===== src/rtl/wb_mux.sv =====
// Registered read-data multiplexer for the MIDI router Wishbone register bus.
// Optional build macro WB_MUX_ID_REG_EN adds version/ID constants at 0xFE/0xFF.
module wb_mux #(
    parameter logic [7:0] ID_VALUE      = 8'hA5,
    parameter logic [7:0] VERSION_VALUE = 8'h01
) (
    input  logic        wb_clk_i,
    input  logic        wb_rst_n_i,
    input  logic [7:0]  wb_addr_i,
    input  logic [11:0] wb_dat_i,
    output logic [7:0]  wb_dat_o
);

    logic [7:0]  int_dat_o;
    logic [7:0]  int_dat_d;
    logic [3:0]  pop_cnt;
    logic [3:0]  bit_idx;
    logic [11:0] bit_shift;

`ifndef WB_MUX_ID_REG_EN
    // Parameters are kept in the port list so both builds share one instantiation.
    logic unused_id;
    assign unused_id = ^{ID_VALUE, VERSION_VALUE};
`endif

    always_comb begin
        int_dat_d = 8'h00;
        pop_cnt   = 4'h0;
        for (int i = 0; i < 12; i++) begin
            pop_cnt = pop_cnt + {3'b000, wb_dat_i[i]};
        end
        // Addresses 0x02..0x0D map onto bits 0..11 via the low nibble.
        bit_idx   = wb_addr_i[3:0] - 4'd2;
        bit_shift = wb_dat_i >> bit_idx;

        if (wb_addr_i == 8'h00) begin
            int_dat_d = wb_dat_i[7:0];
        end else if (wb_addr_i == 8'h01) begin
            int_dat_d = {4'h0, wb_dat_i[11:8]};
        end else if (wb_addr_i >= 8'h02 && wb_addr_i <= 8'h0D) begin
            int_dat_d = {7'h00, bit_shift[0]};
        end else if (wb_addr_i == 8'h0E) begin
            int_dat_d = {4'h0, pop_cnt};
        end else if (wb_addr_i == 8'h0F) begin
            int_dat_d = {7'h00, |wb_dat_i};
`ifdef WB_MUX_ID_REG_EN
        end else if (wb_addr_i == 8'hFE) begin
            int_dat_d = VERSION_VALUE;
        end else if (wb_addr_i == 8'hFF) begin
            int_dat_d = ID_VALUE;
`endif
        end
    end

    always_ff @(posedge wb_clk_i or negedge wb_rst_n_i) begin
        if (!wb_rst_n_i) begin
            int_dat_o <= 8'h00;
        end else begin
            int_dat_o <= int_dat_d;
        end
    end

    assign wb_dat_o = int_dat_o;

endmodule


===== config.mk =====
export PLATFORM = sky130hd
export DESIGN_NAME = wb_mux
export DESIGN_NICKNAME = d
export VERILOG_FILES = /design/src/rtl/wb_mux.sv
export SDC_FILE = /design/constraint.sdc
export NUM_CORES = 1
export LEC_CHECK = 0
export CORE_MARGIN = 3
export CORE_UTILIZATION = 47
export DETAILED_ROUTE_END_ITERATION = 8
export PLACE_DENSITY = 0.84
export SLEW_MARGIN = 40
export SYNTH_ARGS = -nofsm -noshare
export SYNTH_HDL_FRONTEND = slang
export SYNTH_SLANG_ARGS = --single-unit

===== constraint.sdc =====
create_clock -name wb_clk_i -period 0.8 [get_ports wb_clk_i]
set_clock_uncertainty 0.1 [all_clocks]
set_input_delay 0.16 -clock wb_clk_i [delete_from_list [all_inputs] [get_ports wb_clk_i]]
set_output_delay 0.16 -clock wb_clk_i [all_outputs]
set_load 0.01 [all_outputs]

==> Yosys cells after proc, flatten, opt, wreduce, memory -nomap -nowiden <==
Index checks and enable logic that the tools add are counted.
Widths: inputs -> output; s select.
{ "totals": {"inputBits": 22, "word_cells": 27, "reg_bits": 8, "out_inout_bits": 8} }
{ "op_classes": {"order_cmp": 2, "shift": 1, "reduce_logical": 3, "eq_ne": 3, "addsub": 12, "n_mux": 5} }
{ "ops": {"columns": ["cell", "count"], "rows": [
  ["$add 4x1->4", 8],
  ["$eq 8x4->1 const B", 2],
  ["$mux 4", 3],
  ["$reduce_or 12->1", 1],
  ["$shr 12x4->1", 1],
  ["$eq 8x1->1 const B", 1],
  ["$ge 8x2->1 const B", 1],
  ["$le 8x4->1 const B", 1],
  ["$logic_not 8->1", 1],
  ["$mux 8", 1],
  ["$add 3x1->4", 1],
  ["$sub 4x2->4 const B", 1],
  ["$add 2x1->3", 1],
  ["$add 1x1->2", 1],
  ["$logic_and 1x1->1", 1],
  ["$mux 1", 1]
]} }

==> Logic depth before layout (Yosys ltp) <==
{ "logic_depth": {"depth_word": 15, "ltp_mapped": 11, "mapped_depth_nobuf": 11} }

==> Worst setup path before layout <==
Ideal clock, no wire load.
{ "synth_timing": {"path_type": "input -> register", "from": "input port wb_dat_i[0]", "to": "register int_dat_o[2], in the netlist wb_dat_o[2]", "required_time_ps": 560, "stages": 11, "t_arrival_ps": 3058, "setup_time_ps": 140, "slack_ps": -2498, "path_buffers": 0, "path_cell_list": "inv_1 > fa_1 > fa_1 > fa_1 > fa_1 > inv_1 > ha_1 > fa_1 > xor2_1 > a21oi_1 > a211oi_1"} }
{ "synth_via": {"elab_chain_cells": 15} }
{ "synth_rtl": {"columns": ["element", "line", "rtl"], "rows": [
  ["from (decl)", "10", "input logic [11:0] wb_dat_i,"],
  ["$add 1x1->2", "30", "pop_cnt = pop_cnt + {3'b000, wb_dat_i[i]};"],
  ["$add 2x1->3", "30", null],
  ["$add 3x1->4", "30", null],
  ["$add 4x1->4 (8 in a row)", "30", null],
  ["$mux 4", "42", "end else if (wb_addr_i == 8'h0E) begin"],
  ["$mux 4", "40", "end else if (wb_addr_i >= 8'h02 && wb_addr_i <= 8'h0D) begin"],
  ["$mux 4", "38", "end else if (wb_addr_i == 8'h01) begin"],
  ["$mux 8", "36", "if (wb_addr_i == 8'h00) begin"],
  ["net int_dat_d[2]", "15", "logic [7:0] int_dat_d;"],
  ["to (signal assigned)", "59", "int_dat_o <= int_dat_d;"],
  ["to (decl)", "14", "logic [7:0] int_dat_o;"]
]} }
The timed path passes the listed nets, and every way through them passes these cells.

==> Worst setup path in the final report <==
{ "layout_timing": {"from": "input port wb_dat_i[5]", "to": "register int_dat_o[2], in the netlist wb_dat_o[2]"} }
{ "layout_via": {"elab_chain_cells": 11} }
{ "layout_rtl": {"columns": ["element", "line"], "rows": [
  ["$add 4x1->4 (7 in a row)", "30"],
  ["$mux 4", "42"],
  ["$mux 4", "40"],
  ["$mux 4", "38"],
  ["$mux 8", "36"],
  ["net int_dat_d[2]", "15"]
]} }
The timed path passes the listed nets, and every way through them passes these cells.

==> flow_summary.ini <==
[yosys]
synth.distinct_cells = 29
yosys_warnings = 0
synth_seq_area_share_pct = 24.1
synth_edf_count = 0
synth-seq-cells = 8
synth_area_um2 = 830
synth_flop_cell = dfrtp_1
synth_fp_nets = 118
syn_area_per_cell_um2 = 9.99
synth_cells = 83
async_flop_share_pct = 100

[sta]
final-hold-violation-count = 0
max_freq_ghz = 0.307
tightest_slew_ns = 0.401
min_period_over_period_pct = 407
setup_slack_ns = -2.46
hold_slack_ns = 0.107
tns_ns = -11.72
rsz0062_at_grt = yes
slew_headroom_pct = 73.1
slew_violations = 0
setup_viol = 16
min_period_ns = 3.26

[routing]
dr.pass1.iters = 4
drtAntennaViolNets = 0
first_iter_violations = 33
drt-vias-per-instance = 6.04
wirelength_um = 2980
wl_per_cell_um = 18.7
vias = 961
route.detailed.drc = 0

[power]
peakVddDrop_mv = 0.998
comb_power_share_pct = 60.5
power.internal_mw = 1.13
p_leak_nw = 0.732
switching_share_pct = 37.3
clkPwrFrac_pct = 16.7
power-per-cell-area_nw_per_um2 = 1270
p_seq_share_pct = 22.8
power_mw = 1.80
p_switching_uw = 669

[place]
post-dp-hpwl_um = 1940
dp.cells = 152
portBuffers = 29
place_ws_ns = -3.04
gp_congestion = 0.890
placed_area_um2 = 1330

[clocking]
clk_pin_slew_ns = 0.05
numCtsBuffers = 3
clock-root-buffer = clkbuf_4
h-tree-depth = 1
clockBufferDepth = 2
cts.sinks = 8
cts_tree = built

[die]
num_rows = 14
core_area_um2 = 1580
die_area_um2 = 2300
ios = 30
die_y_um = 48.0
initial_core_util_pct = 52.6
die_w_um = 48.0

[layout]
largest_register_ffs = 8
drive_gt1_share_pct = 49.7
final_common_cell = buf_4
final_cells = 159
post-route-util_pct = 89.6
layout_common_cells = 26 x buf_4, 13 x inv_1, 12 x buf_6, 10 x buf_2, 8 x dfrtp_1
n_fill_cell = 61
finalInstanceArea_um2 = 1410
layout.nets = 180
syn_to_final_growth_pct = 70.3
antenna_cells = 0

[outcome]
failed_checks = setup timing
status = finished, violations left

[setup_path]
cp.arrival_ns = 3.31
end_kind = flop
critPathRequiredTime_ns = 0.85
criticalPathCategory = in2reg
startpoint_type = primary input
crit_fanout = 2

[run]
cap_violations = 0

[global_route]
grt_usage_pct = 26.9
grt_pass1_vias = 986
grt.overflow.total = 0
grt_max_degree = 8
grt_pass1_wl_um = 4200
antenna_found_initial = 0

[hold_path]
hold_path_class = in2async
[cell families after synthesis]
| family | synth area share [%] |
|---|---|
| flops | 24.1 |
| mux | 11.6 |
| simple gates | 13.9 |
| buf+inv | 10.9 |
| fa+ha+maj | 25.9 |
| xor+xnor | 2.11 |
| compound gates | 11.5 |
[power by group through the flow]
stage	logic, mW	clock network, mW	registers (mW)
floorplan	0.565	0	0.418
global placement	0.907	0	0.416
detailed placement	0.946	0	0.416
CTS	0.978	0.304	0.409
global route	1.18	0.310	0.409
finish	1.09	0.300	0.409
[worst max-delay path, cell delays in order]
cell	delay, ns
buf_6	0.10
fa_1	0.52
inv_1	0.05
fa_1	0.49
fa_1	0.43
fa_1	0.54
inv_2	0.06
ha_4	0.16
fa_2	0.35
xor2_1	0.16
a21oi_1	0.09
a211oi_1	0.20
[worst max-delay path by stage]
stage / from / end
final: wb_dat_i[5] / wb_dat_o[2]
after global placement: wb_dat_i[3] / wb_dat_o[2]
after detailed placement: wb_dat_i[3] / wb_dat_o[2]
after global routing: wb_dat_i[0] / wb_dat_o[2]
after CTS: wb_dat_i[5] / wb_dat_o[2]
after floorplan: wb_dat_i[5] / wb_dat_o[2]
[synth_stat cells (2+ instances only)]
cell,number,share of area [%]
nor4b_1,2,2.1
mux4_2,2,5.4
o31ai_1,2,1.8
nor2_1,4,1.8
buf_6,2,2.7
mux2i_1,4,4.8
ha_1,6,9.0
nand3_1,2,1.2
o21ai_1,2,1.2
nor3_1,3,1.8
dfrtp_1,8,24
o22ai_1,2,1.5
fa_1,7,17
a21oi_1,2,1.2
inv_1,18,8.1
nand2_1,3,1.4
and2_1,2,1.5
[cell type report]
type / instances / area [µm²] / share of cell area, %
Multi-Input combinational cell: 55 / 607 / 43.0
Timing Repair Buffer: 59 / 493 / 34.9
Sequential cell: 8 / 200 / 14.2
Inverter: 18 / 70.1 / 4.96
Clock buffer: 3 / 22.5 / 1.59
Tap cell: 16 / 20.0 / 1.42
[repair_timing]
| item | CTS | global route |
|---|---|---|
| endpoints found under the setup margin | 16 | 16 |
| hold buffers | 0 | 0 |
| setup buffers | 4 | 0 |
| pin swaps | 15 | 6 |
| resized for setup | 101 | 10 |
[layer usage]
layer | up-vias | wire [µm] | global-route usage (%)
met5 | - | 0 | 0
met2 | 80 | 1640 | 52.5
met3 | 20 | 199 | 2.26
li1 | 413 | - | -
met4 | 0 | 139 | 12.4
met1 | 448 | 1010 | 28.3
(Power assumes the default switching activity.)
